**config.mk**
```make
export PLATFORM = sky130hd
export DESIGN_NAME = muldiv_seq_flat
export DESIGN_NICKNAME = d
export VERILOG_FILES = /design/src/rtl/muldiv_seq_if.sv /design/src/rtl/muldiv_seq.sv /design/src/flat_wrapper.sv
export SDC_FILE = /design/constraint.sdc
export NUM_CORES = 1
export LEC_CHECK = 0
export ABC_CLOCK_PERIOD_IN_PS = 6500
export CAP_MARGIN = 20
export CORE_UTILIZATION = 50
export CTS_BUF_LIST = sky130_fd_sc_hd__clkbuf_16
export DETAILED_ROUTE_END_ITERATION = 16
export GPL_ROUTABILITY_DRIVEN = 1
export PLACE_DENSITY = 0.72
export SKIP_CTS_REPAIR_TIMING = 1
export SYNTH_ARGS = -nofsm -noshare
export SYNTH_HDL_FRONTEND = slang
export SYNTH_SLANG_ARGS = --single-unit
```
**constraint.sdc**
```tcl
create_clock -name clk -period 6.5 [get_ports clk]
set_input_delay 1.95 -clock clk [delete_from_list [all_inputs] [get_ports clk]]
set_output_delay 1.95 -clock clk [all_outputs]
set_load 0.05 [all_outputs]
```
**src/rtl/muldiv_seq_if.sv**
```systemverilog
// ---------------------------------------------------------------------------
// muldiv_seq_if : request/response bundle for the sequential RV32M unit
// Rev 1.0
// ---------------------------------------------------------------------------
`default_nettype none

interface muldiv_seq_if #(
  parameter int XLEN = 32
);
  logic            in_valid;
  logic            in_ready;
  logic [2:0]      op;
  logic [XLEN-1:0] a;
  logic [XLEN-1:0] b;
  logic            kill;
  logic            out_valid;
  logic            out_ready;
  logic [XLEN-1:0] result;
  logic            zero;
  logic            busy;

  modport master (
    output in_valid, op, a, b, kill, out_ready,
    input  in_ready, out_valid, result, zero, busy
  );

  modport slave (
    input  in_valid, op, a, b, kill, out_ready,
    output in_ready, out_valid, result, zero, busy
  );
endinterface

`default_nettype wire

```
**src/rtl/muldiv_seq.sv**
```systemverilog
// ---------------------------------------------------------------------------
// muldiv_seq : iterative RV32M multiply/divide unit (shift-add, restoring div)
// Optional MULDIV_FAST_MUL_EN: single-cycle multiplies.   Rev 1.0
// ---------------------------------------------------------------------------
`default_nettype none

module muldiv_seq #(
  parameter int XLEN  = 32,
  parameter int CNT_W = $clog2(XLEN) + 1
) (
  input  logic        clk,
  input  logic        rst_n,
  muldiv_seq_if.slave bus
);

  typedef enum logic [1:0] {
    IDLE = 2'd0,
    CALC = 2'd1,
    DONE = 2'd2
  } state_t;

  localparam logic [2:0] OP_MULH   = 3'b001;
  localparam logic [2:0] OP_MULHSU = 3'b010;
  localparam logic [2:0] OP_DIV    = 3'b100;
  localparam logic [2:0] OP_REM    = 3'b110;

  state_t           state;
  logic [CNT_W-1:0] cnt;
  logic [2:0]       op_q;
  logic             neg_q;
  logic [XLEN-1:0]  hi;
  logic [XLEN-1:0]  lo;
  logic [XLEN-1:0]  opnd;
  logic [XLEN-1:0]  result_q;
  logic             zero_q;
  logic             out_valid_q;
  logic             busy_q;
  logic             in_ready_q;

  logic            accept;
  logic            is_div;
  logic            sign_a;
  logic            sign_b;
  logic            neg_a;
  logic            neg_b;
  logic            neg_in;
  logic [XLEN-1:0] mag_a;
  logic [XLEN-1:0] mag_b;
  logic            b_is_zero;
  logic            overflow;
  logic            special;
  logic [XLEN-1:0] special_res;
  logic            fast_hit;
  logic [XLEN-1:0] fast_res;
  logic [XLEN-1:0] early_res;

  assign accept = (state == IDLE) && in_ready_q && bus.in_valid && !bus.kill;
  assign is_div = bus.op[2];
  assign sign_a = (bus.op == OP_MULH) || (bus.op == OP_MULHSU) ||
                  (bus.op == OP_DIV)  || (bus.op == OP_REM);
  assign sign_b = (bus.op == OP_MULH) || (bus.op == OP_DIV) || (bus.op == OP_REM);
  assign neg_a  = sign_a && bus.a[XLEN-1];
  assign neg_b  = sign_b && bus.b[XLEN-1];
  assign mag_a  = neg_a ? -bus.a : bus.a;
  assign mag_b  = neg_b ? -bus.b : bus.b;
  // Remainder follows the dividend's sign; products and quotients the XOR.
  assign neg_in = (is_div && bus.op[1]) ? neg_a : (neg_a ^ neg_b);

  assign b_is_zero   = (bus.b == '0);
  assign overflow    = is_div && !bus.op[0] && (bus.a == {1'b1, {(XLEN-1){1'b0}}}) && (&bus.b);
  assign special     = is_div && (b_is_zero || overflow);
  assign special_res = b_is_zero ? (bus.op[1] ? bus.a : {XLEN{1'b1}})
                                 : (bus.op[1] ? {XLEN{1'b0}} : bus.a);

`ifdef MULDIV_FAST_MUL_EN
  logic [2*XLEN-1:0] fast_a;
  logic [2*XLEN-1:0] fast_b;
  logic [2*XLEN-1:0] fast_prod;

  // Exact sign extension keeps the low 2*XLEN product bits correct.
  assign fast_a    = {{XLEN{neg_a}}, bus.a};
  assign fast_b    = {{XLEN{neg_b}}, bus.b};
  assign fast_prod = fast_a * fast_b;
  assign fast_hit  = !is_div;
  assign fast_res  = (bus.op[1:0] == 2'b00) ? fast_prod[XLEN-1:0] : fast_prod[2*XLEN-1:XLEN];
`else
  assign fast_hit  = 1'b0;
  assign fast_res  = {XLEN{1'b0}};
`endif

  assign early_res = special ? special_res : fast_res;

  // The accept edge performs the first iteration straight from the inputs.
  logic [XLEN-1:0] src_hi;
  logic [XLEN-1:0] src_lo;
  logic [XLEN-1:0] src_opnd;
  logic            src_div;
  logic [XLEN:0]   add_sum;
  logic [XLEN:0]   shifted;
  logic            ge;
  logic [XLEN-1:0] rem_next;
  logic [XLEN-1:0] step_hi;
  logic [XLEN-1:0] step_lo;

  assign src_hi   = accept ? {XLEN{1'b0}} : hi;
  assign src_lo   = accept ? (is_div ? mag_a : mag_b) : lo;
  assign src_opnd = accept ? (is_div ? mag_b : mag_a) : opnd;
  assign src_div  = accept ? is_div : op_q[2];

  assign add_sum  = {1'b0, src_hi} + {1'b0, {XLEN{src_lo[0]}} & src_opnd};
  assign shifted  = {src_hi, src_lo[XLEN-1]};
  assign ge       = (shifted >= {1'b0, src_opnd});
  assign rem_next = shifted[XLEN-1:0] - src_opnd;

  assign step_hi  = src_div ? (ge ? rem_next : shifted[XLEN-1:0]) : add_sum[XLEN:1];
  assign step_lo  = src_div ? {src_lo[XLEN-2:0], ge} : {add_sum[0], src_lo[XLEN-1:1]};

  logic [2*XLEN-1:0] prod_fix;
  logic [XLEN-1:0]   quo_fix;
  logic [XLEN-1:0]   rem_fix;
  logic [XLEN-1:0]   final_res;

  assign prod_fix  = neg_q ? -{hi, lo} : {hi, lo};
  assign quo_fix   = neg_q ? -lo : lo;
  assign rem_fix   = neg_q ? -hi : hi;
  assign final_res = op_q[2] ? (op_q[1] ? rem_fix : quo_fix)
                             : ((op_q[1:0] == 2'b00) ? prod_fix[XLEN-1:0]
                                                     : prod_fix[2*XLEN-1:XLEN]);

  always_ff @(posedge clk) begin
    if (!rst_n) begin
      state       <= IDLE;
      cnt         <= '0;
      op_q        <= '0;
      neg_q       <= 1'b0;
      hi          <= '0;
      lo          <= '0;
      opnd        <= '0;
      result_q    <= '0;
      zero_q      <= 1'b1;
      out_valid_q <= 1'b0;
      busy_q      <= 1'b0;
      in_ready_q  <= 1'b1;
    end else begin
      case (state)
        IDLE: begin
          if (accept) begin
            op_q       <= bus.op;
            neg_q      <= neg_in;
            busy_q     <= 1'b1;
            in_ready_q <= 1'b0;
            if (special || fast_hit) begin
              result_q    <= early_res;
              zero_q      <= (early_res == '0);
              out_valid_q <= 1'b1;
              state       <= DONE;
            end else begin
              hi    <= step_hi;
              lo    <= step_lo;
              opnd  <= src_opnd;
              cnt   <= CNT_W'(XLEN);
              state <= CALC;
            end
          end
        end
        CALC: begin
          if (bus.kill) begin
            cnt        <= '0;
            busy_q     <= 1'b0;
            in_ready_q <= 1'b1;
            state      <= IDLE;
          end else if (cnt <= CNT_W'(1)) begin
            result_q    <= final_res;
            zero_q      <= (final_res == '0);
            out_valid_q <= 1'b1;
            cnt         <= '0;
            state       <= DONE;
          end else begin
            hi  <= step_hi;
            lo  <= step_lo;
            cnt <= cnt - CNT_W'(1);
          end
        end
        DONE: begin
          if (bus.kill || bus.out_ready) begin
            out_valid_q <= 1'b0;
            busy_q      <= 1'b0;
            in_ready_q  <= 1'b1;
            state       <= IDLE;
          end
        end
        default: begin
          out_valid_q <= 1'b0;
          busy_q      <= 1'b0;
          in_ready_q  <= 1'b1;
          cnt         <= '0;
          state       <= IDLE;
        end
      endcase
    end
  end

  assign bus.in_ready  = in_ready_q;
  assign bus.out_valid = out_valid_q;
  assign bus.result    = result_q;
  assign bus.zero      = zero_q;
  assign bus.busy      = busy_q;

endmodule

`default_nettype wire

```
**src/flat_wrapper.sv**
```systemverilog
// flat-port wrapper written by rule: the top's interface ports become plain ports
module muldiv_seq_flat 
#(
  parameter int XLEN  = 32,
  parameter int CNT_W = $clog2(XLEN) + 1
)
  (clk, rst_n, bus_in_valid, bus_op, bus_a, bus_b, bus_kill, bus_out_ready, bus_in_ready, bus_out_valid, bus_result, bus_zero, bus_busy);
  muldiv_seq_if #(.XLEN(XLEN)) bus_i ();
  input  logic clk;
  input  logic rst_n;
  input wire logic [$bits(bus_i.in_valid)-1:0] bus_in_valid;
  input wire logic [$bits(bus_i.op)-1:0] bus_op;
  input wire logic [$bits(bus_i.a)-1:0] bus_a;
  input wire logic [$bits(bus_i.b)-1:0] bus_b;
  input wire logic [$bits(bus_i.kill)-1:0] bus_kill;
  input wire logic [$bits(bus_i.out_ready)-1:0] bus_out_ready;
  output wire logic [$bits(bus_i.in_ready)-1:0] bus_in_ready;
  output wire logic [$bits(bus_i.out_valid)-1:0] bus_out_valid;
  output wire logic [$bits(bus_i.result)-1:0] bus_result;
  output wire logic [$bits(bus_i.zero)-1:0] bus_zero;
  output wire logic [$bits(bus_i.busy)-1:0] bus_busy;
  assign bus_i.in_valid = bus_in_valid;
  assign bus_i.op = bus_op;
  assign bus_i.a = bus_a;
  assign bus_i.b = bus_b;
  assign bus_i.kill = bus_kill;
  assign bus_i.out_ready = bus_out_ready;
  assign bus_in_ready = bus_i.in_ready;
  assign bus_out_valid = bus_i.out_valid;
  assign bus_result = bus_i.result;
  assign bus_zero = bus_i.zero;
  assign bus_busy = bus_i.busy;
  muldiv_seq #(.XLEN(XLEN), .CNT_W(CNT_W)) u_core (.clk(clk), .rst_n(rst_n), .bus(bus_i));
endmodule
```
# [After elaboration in Yosys (flattened, before gate mapping)]
# Cells that the tools add are included.
[word_totals] register_bits=144 in_bits=72 output_inout_bits=36 wordCells=142
[classes] n_bitwise=4 mux=66 reduce_logical=34 add_sub_neg=8 eq_ne=16 order_cmp=2
[ops] operator="$mux 32" n=31
[ops] operator="$pmux 32 s2" n=3
[ops] operator="$neg 32->32" n=4
[ops] operator="$logic_not 32->1" n=3
[ops] operator="$mux 64" n=1
[ops] operator="$neg 64->64" n=1
[ops] operator="$add 32x32->33" n=1
[ops] operator="$ge 33x32->1" n=1
[ops] operator="$and 32x32->32" n=1
[ops] operator="$eq 32x32->1 const B" n=1
[ops] operator="$reduce_and 32->1" n=1
[ops] operator="$sub 32x32->32" n=1
[ops] operator="$mux 6" n=4
[ops] operator="$pmux 6 s3" n=1
[ops] operator="$mux 1" n=16
[ops] operator="$reduce_and 5->1" n=3
[ops] operator="$reduce_and 3->1" n=4
[ops] operator="$logic_and 1x1->1" n=10
[ops] operator="$mux 2" n=5
[ops] operator="$pmux 1 s3" n=3
[ops] operator="$ne 2x1->1 const B" n=4
[ops] operator="$ne 2x2->1 const B" n=4
[ops] operator="$logic_or 1x1->1" n=7
[ops] operator="$eq 3x3->1 const B" n=2
[ops] operator="15 further kinds" n=18

# [Logic depth before layout (Yosys ltp)]
[logic_depth] word_depth=14 mapped_depth=26 depth_no_buf=22

# [Least setup slack after synthesis]
# OpenSTA, ideal clock, no wires.
[synth_path] kind="in2reg" startpoint="in bus_a[14]" endpoint="reg u_core.hi[19]" n_path_buf=4 arrival_ps=6535 setup_slack_ps=-169 required_time_ps=6367 path_stages=23 setup_time_ps=133 path_cell_list="or4_1 > or4_1 > clkbuf_1 > nor2_1 > nor2_1 > xor2_1 > nor2_1 > a211oi_1 > a21oi_1 > ha_1 > clkbuf_1 > a21oi_1 > o21ai_0 > or2_2 > o22a_1 > o211a_1 > nor2_1 > o311ai_1 > o31a_1 > buf_2 > buf_1 > mux2i_1 > o221ai_1"
[synth_between] elab_chain_cells=10 word_cells_on_any_way=24 cone_classes="add/sub (3); order compare (1); eq/ne (2); mux (12); bitwise (1); reduce/logical (5)"
[synth_rtl] item="start: declaration" line="flat_wrapper.sv:13" rtl="input wire logic [$bits(bus_i.a)-1:0] bus_a;"
[synth_rtl] item="$neg 32->32" line="muldiv_seq.sv:64" rtl="assign mag_a = neg_a ? -bus.a : bus.a;"
[synth_rtl] item="$mux 32" line="muldiv_seq.sv:64"
[synth_rtl] item="$mux 32, on equally long branches (2 in series)" line="muldiv_seq.sv:107, muldiv_seq.sv:106"
[synth_rtl] item="$and 32x32->32, or another cell as far along" line="muldiv_seq.sv:110" rtl="assign add_sum = {1'b0, src_hi} + {1'b0, {XLEN{src_lo[0]}} & src_opnd};"
[synth_rtl] item="$add 32x32->33 or $mux 32 (tied branches)" line="muldiv_seq.sv:110, muldiv_seq.sv:115"
[synth_rtl] item="$mux 32" line="muldiv_seq.sv:115" rtl="assign step_hi = src_div ? (ge ? rem_next : shifted[XLEN-1:0]) : add_sum[XLEN:1];"
[synth_rtl] item="$mux 32, on equally long branches" line="muldiv_seq.sv:172, muldiv_seq.sv:152"
[synth_rtl] item="$mux 32, on equally long branches" line="muldiv_seq.sv:167, muldiv_seq.sv:147"
[synth_rtl] item="$pmux 32 s2" line="muldiv_seq.sv:145" rtl="case (state)"
[synth_rtl] item="end signal: assignment" line="muldiv_seq.sv:158" rtl="hi <= step_hi;"
[synth_rtl] item="end signal: assignment" line="muldiv_seq.sv:179" rtl="hi <= step_hi;"
[synth_rtl] item="end: declaration" line="muldiv_seq.sv:31" rtl="logic [XLEN-1:0] hi;"
# Several ways; a longest one is shown, not always the timed one. The select of a mux whose other input is x is not followed.
# A chain may end at the register's enable or synchronous reset.

# [Worst setup path in the final report]
[layout_path] startpoint="in bus_a[12]" endpoint="reg u_core.hi[14]"
# Same word-level chain as after synthesis.

==> out/results.ini <==
[clock_network]
clk_pin_slew_ns=0.08
cts.sinks=144
cts_root_buffer=clkbuf_16
cts_tree=yes
ctsLongestPathBuffers=2
clock_latency_ns=0.46
cts_made_buffers=17
h-tree-depth=4

[cells_and_area]
stdcell_count=3142
final_common_cell=buf_4
layout_common_cells=buf_4 (467), nor2_1 (292), nand2_1 (208), a21oi_1 (196), dfxtp_1 (142)
n_fill_cell=2617
drive_above_1_share=0.262
syn2layout_area_growth_pct=38.5
final_nets=2870
final_util=0.704

[setup_path]
slowest_stage=or4_4
critical_path_buf_inv_count=6
critPathLaunchType=input port
crit_required_ns=6.85
arrival_ns=6.75
critPathKind=in -> reg
critPathMaxStageDelay_ns=0.61
worst-path-max-fanout=6
critical_path.most_common_cell=a21oi_1
crit_chain=dlymetal6s2s_1 -> or4_4 -> or4_4 -> buf_4 -> nor2_1 -> a21oi_1 -> xor2_1 -> nor2_1 -> a211oi_1 -> buf_4 -> a21oi_1 -> ha_1 -> nand4_1 -> inv_1 -> nand4_1 -> nor4_2 -> buf_4 -> o31a_4 -> clkbuf_16 -> mux2_2 -> a21oi_1 -> a21oi_1
end_kind=flop
crit_family=simple AND/OR/NAND/NOR gates

[power_and_ir_drop]
share_seq_of_total_power=0.222
combPwrFrac=0.579
switching_share=0.457
powerDensity_mw_per_mm2=225
p_int_mw=2.71
irDropWorstVdd_mv=0.210
switchingPower_mw=2.28
power_frac_clock=0.199
leakage_nw=10.0
finalPower_mw=4.99

[floorplan]
rows=65
die_x_um=181
dieArea_mm2=0.0328
pin_count=108
initial_utilization=0.508
die_h_um=181
core_area_mm2=0.0316

[route]
drt_wl_total_mm=73.9
drt_pass1_iterations=6
drt_iter0_drc=2711
postRouteAntennaNets=0
drc=0
wl_per_cell_um=23.5
avgViaCountPerCell=6.51
vias=20500

[yosys]
synth_flop_cell=dfxtp_1
syn_nets=2443
synth-edff-count=0
ys_types=97
avgSynthCellArea_um2=6.98
yosys_warnings=0
synthArstFlopShare=0
synth_seq_cells=144
syn_inst=2298
synth_seq_area_share=0.180
netlist_area_mm2=0.0160

[grt]
grt_start_max_net_pins=81
grtUsageTotal=0.429
grt_pass1_vias=18500
overflow=0
grt_pass1_wl_mm=108
antenna_found_initial=1

[sta]
skew_ns=0.0176
relSlewSlack=0.135
maxSlewViolCount=0
rsz0062_at_grt=yes
setup_viol_count_final=0
hold_violations=0
min_period_ns=6.40
max_freq_mhz=156
post-route-period-util=0.985
worst_pin_slew_ns=1.29

[placement]
gp_congestion=1.05
dpl.hpwl_mm=56.0
port_buffers=107
dpl.cell_count=3080

[worst_hold_path]
hp-class=reg -> reg

[outcome]
run_status=finished clean

[run]
drv_cap=0

==> metal layers <==
layer	track usage	vias to the layer above	routed length, um	part of all wire
met5	0	-	48	0.00065
met4	0.213	4	4670	0.063
met3	0.0953	310	8450	0.11
met2	0.656	1347	31400	0.43
met1	0.566	9550	29300	0.40
li1	-	9251	-	-
==> cells in the mapped netlist (14+ instances only) <==
master	number	area (um^2)
a211oi_1	47	353
a21o_1	32	240
a21oi_1	224	1120
a31oi_1	26	163
and2_1	34	213
and3_1	16	100
buf_1	20	75.1
buf_2	18	90.1
clkbuf_1	139	522
dfxtp_1	144	2880
ha_1	71	888
inv_1	52	195
mux2i_1	65	651
nand2_1	212	796
nand2b_1	18	113
nand3_1	48	240
nand4_1	21	131
nor2_1	301	1130
nor2b_1	42	263
nor3_1	59	295
nor4_1	19	119
o211a_1	49	490
o211ai_1	44	330
o21a_1	16	120
o21ai_0	135	676
o221ai_1	14	123
o22ai_1	19	119
o31ai_1	30	225
or3_1	22	138
or4_1	15	113
xnor2_1	87	762
xor2_1	62	543
==> worst reg2reg max path, cell delays in order, from the launching register on <==
cell	delay (ns)
dfxtp_1	0.64
nand4b_1	0.21
buf_4	0.21
buf_4	0.18
buf_4	0.26
a211oi_2	0.09
buf_4	0.18
a21oi_4	0.14
buf_4	0.14
nor2_2	0.03
ha_1	0.32
and3_1	0.20
and2_1	0.18
a311o_1	0.40
a31oi_4	0.26
o31ai_4	0.11
buf_6	0.13
buf_4	0.13
a21o_1	0.16
a21oi_2	0.14
xor2_1	0.26
o221ai_1	0.15
==> stage by stage <==
stage                     TNS [ns]  hold slack (ns)  area, um^2  setup slack (ns)
after floorplan                  0            0.443       16100          0.000602
after global placement      -29.61            0.453       20400             -1.21
after detailed placement    -34.01            0.469       20400             -1.26
after CTS                   -19.35            0.478       20900            -0.839
after global routing         -1.32            0.515       22200            -0.135
final                            0            0.478       22200             0.100
==> layout make-up <==
type	instances	area (um^2)	area share
Inverter	53	199	0.00896
Sequential cell	144	2890	0.130
Timing Repair Buffer	589	4880	0.220
Antenna cell	2	5.00	0.000225
Clock buffer	17	425	0.0192
Tap cell	402	503	0.0226
Clock inverter	15	128	0.00575
Multi-Input combinational cell	1920	13200	0.594
==> power by group through the flow <==
stage / clock (mW) / sequential, mW / combinational, mW
5_1_grt: 1.03 / 1.11 / 3.04
4_1_cts: 0.987 / 1.09 / 2.54
2_1_floorplan: 0 / 1.07 / 1.48
3_5_place_dp: 0 / 1.11 / 2.53
3_3_place_gp: 0 / 1.11 / 2.50
6_report: 0.993 / 1.11 / 2.89
==> cells by family (layout without fill, tap and decap cells) <==
kind of cell | count (synthesis) | count (layout) | share of synthesized area
flip-flops | 144 | 144 | 0.180
XOR/XNOR | 149 | 149 | 0.0814
multiplexers | 80 | 80 | 0.0525
AO/OA/AOI/OAI | 757 | 757 | 0.313
buffers and inverters | 234 | 674 | 0.0578
adder cells (fa/ha/maj) | 74 | 74 | 0.0585
other | 0 | 2 | 0
AND/OR/NAND/NOR | 860 | 860 | 0.257
==> path summary, 6_finish.rpt <==
check	to	start	cells past startpoint	slack, ns
worst min register to register	u_core.opnd[2]$_SDFFE_PN0P_	u_core.opnd[2]$_SDFFE_PN0P_	2	0.48
worst min-delay path	u_core.opnd[2]$_SDFFE_PN0P_	u_core.opnd[2]$_SDFFE_PN0P_	2	0.48
worst max register to register	u_core.hi[25]$_SDFFE_PN0P_	u_core.state[0]$_SDFFE_PN0P_	21	1.81
worst max-delay path	u_core.hi[14]$_SDFFE_PN0P_	bus_a[12]	22	0.10
==> state kept, by name, summed over array words and instances, names as in the netlist, 2 cells and up <==
name               flops
u_core.state           2
u_core.hi             32
u_core.lo             32
u_core.bus.result     32
u_core.op_q            3
u_core.opnd           32
u_core.cnt             6
No activity file was read; power rests on OpenSTA's default activity.
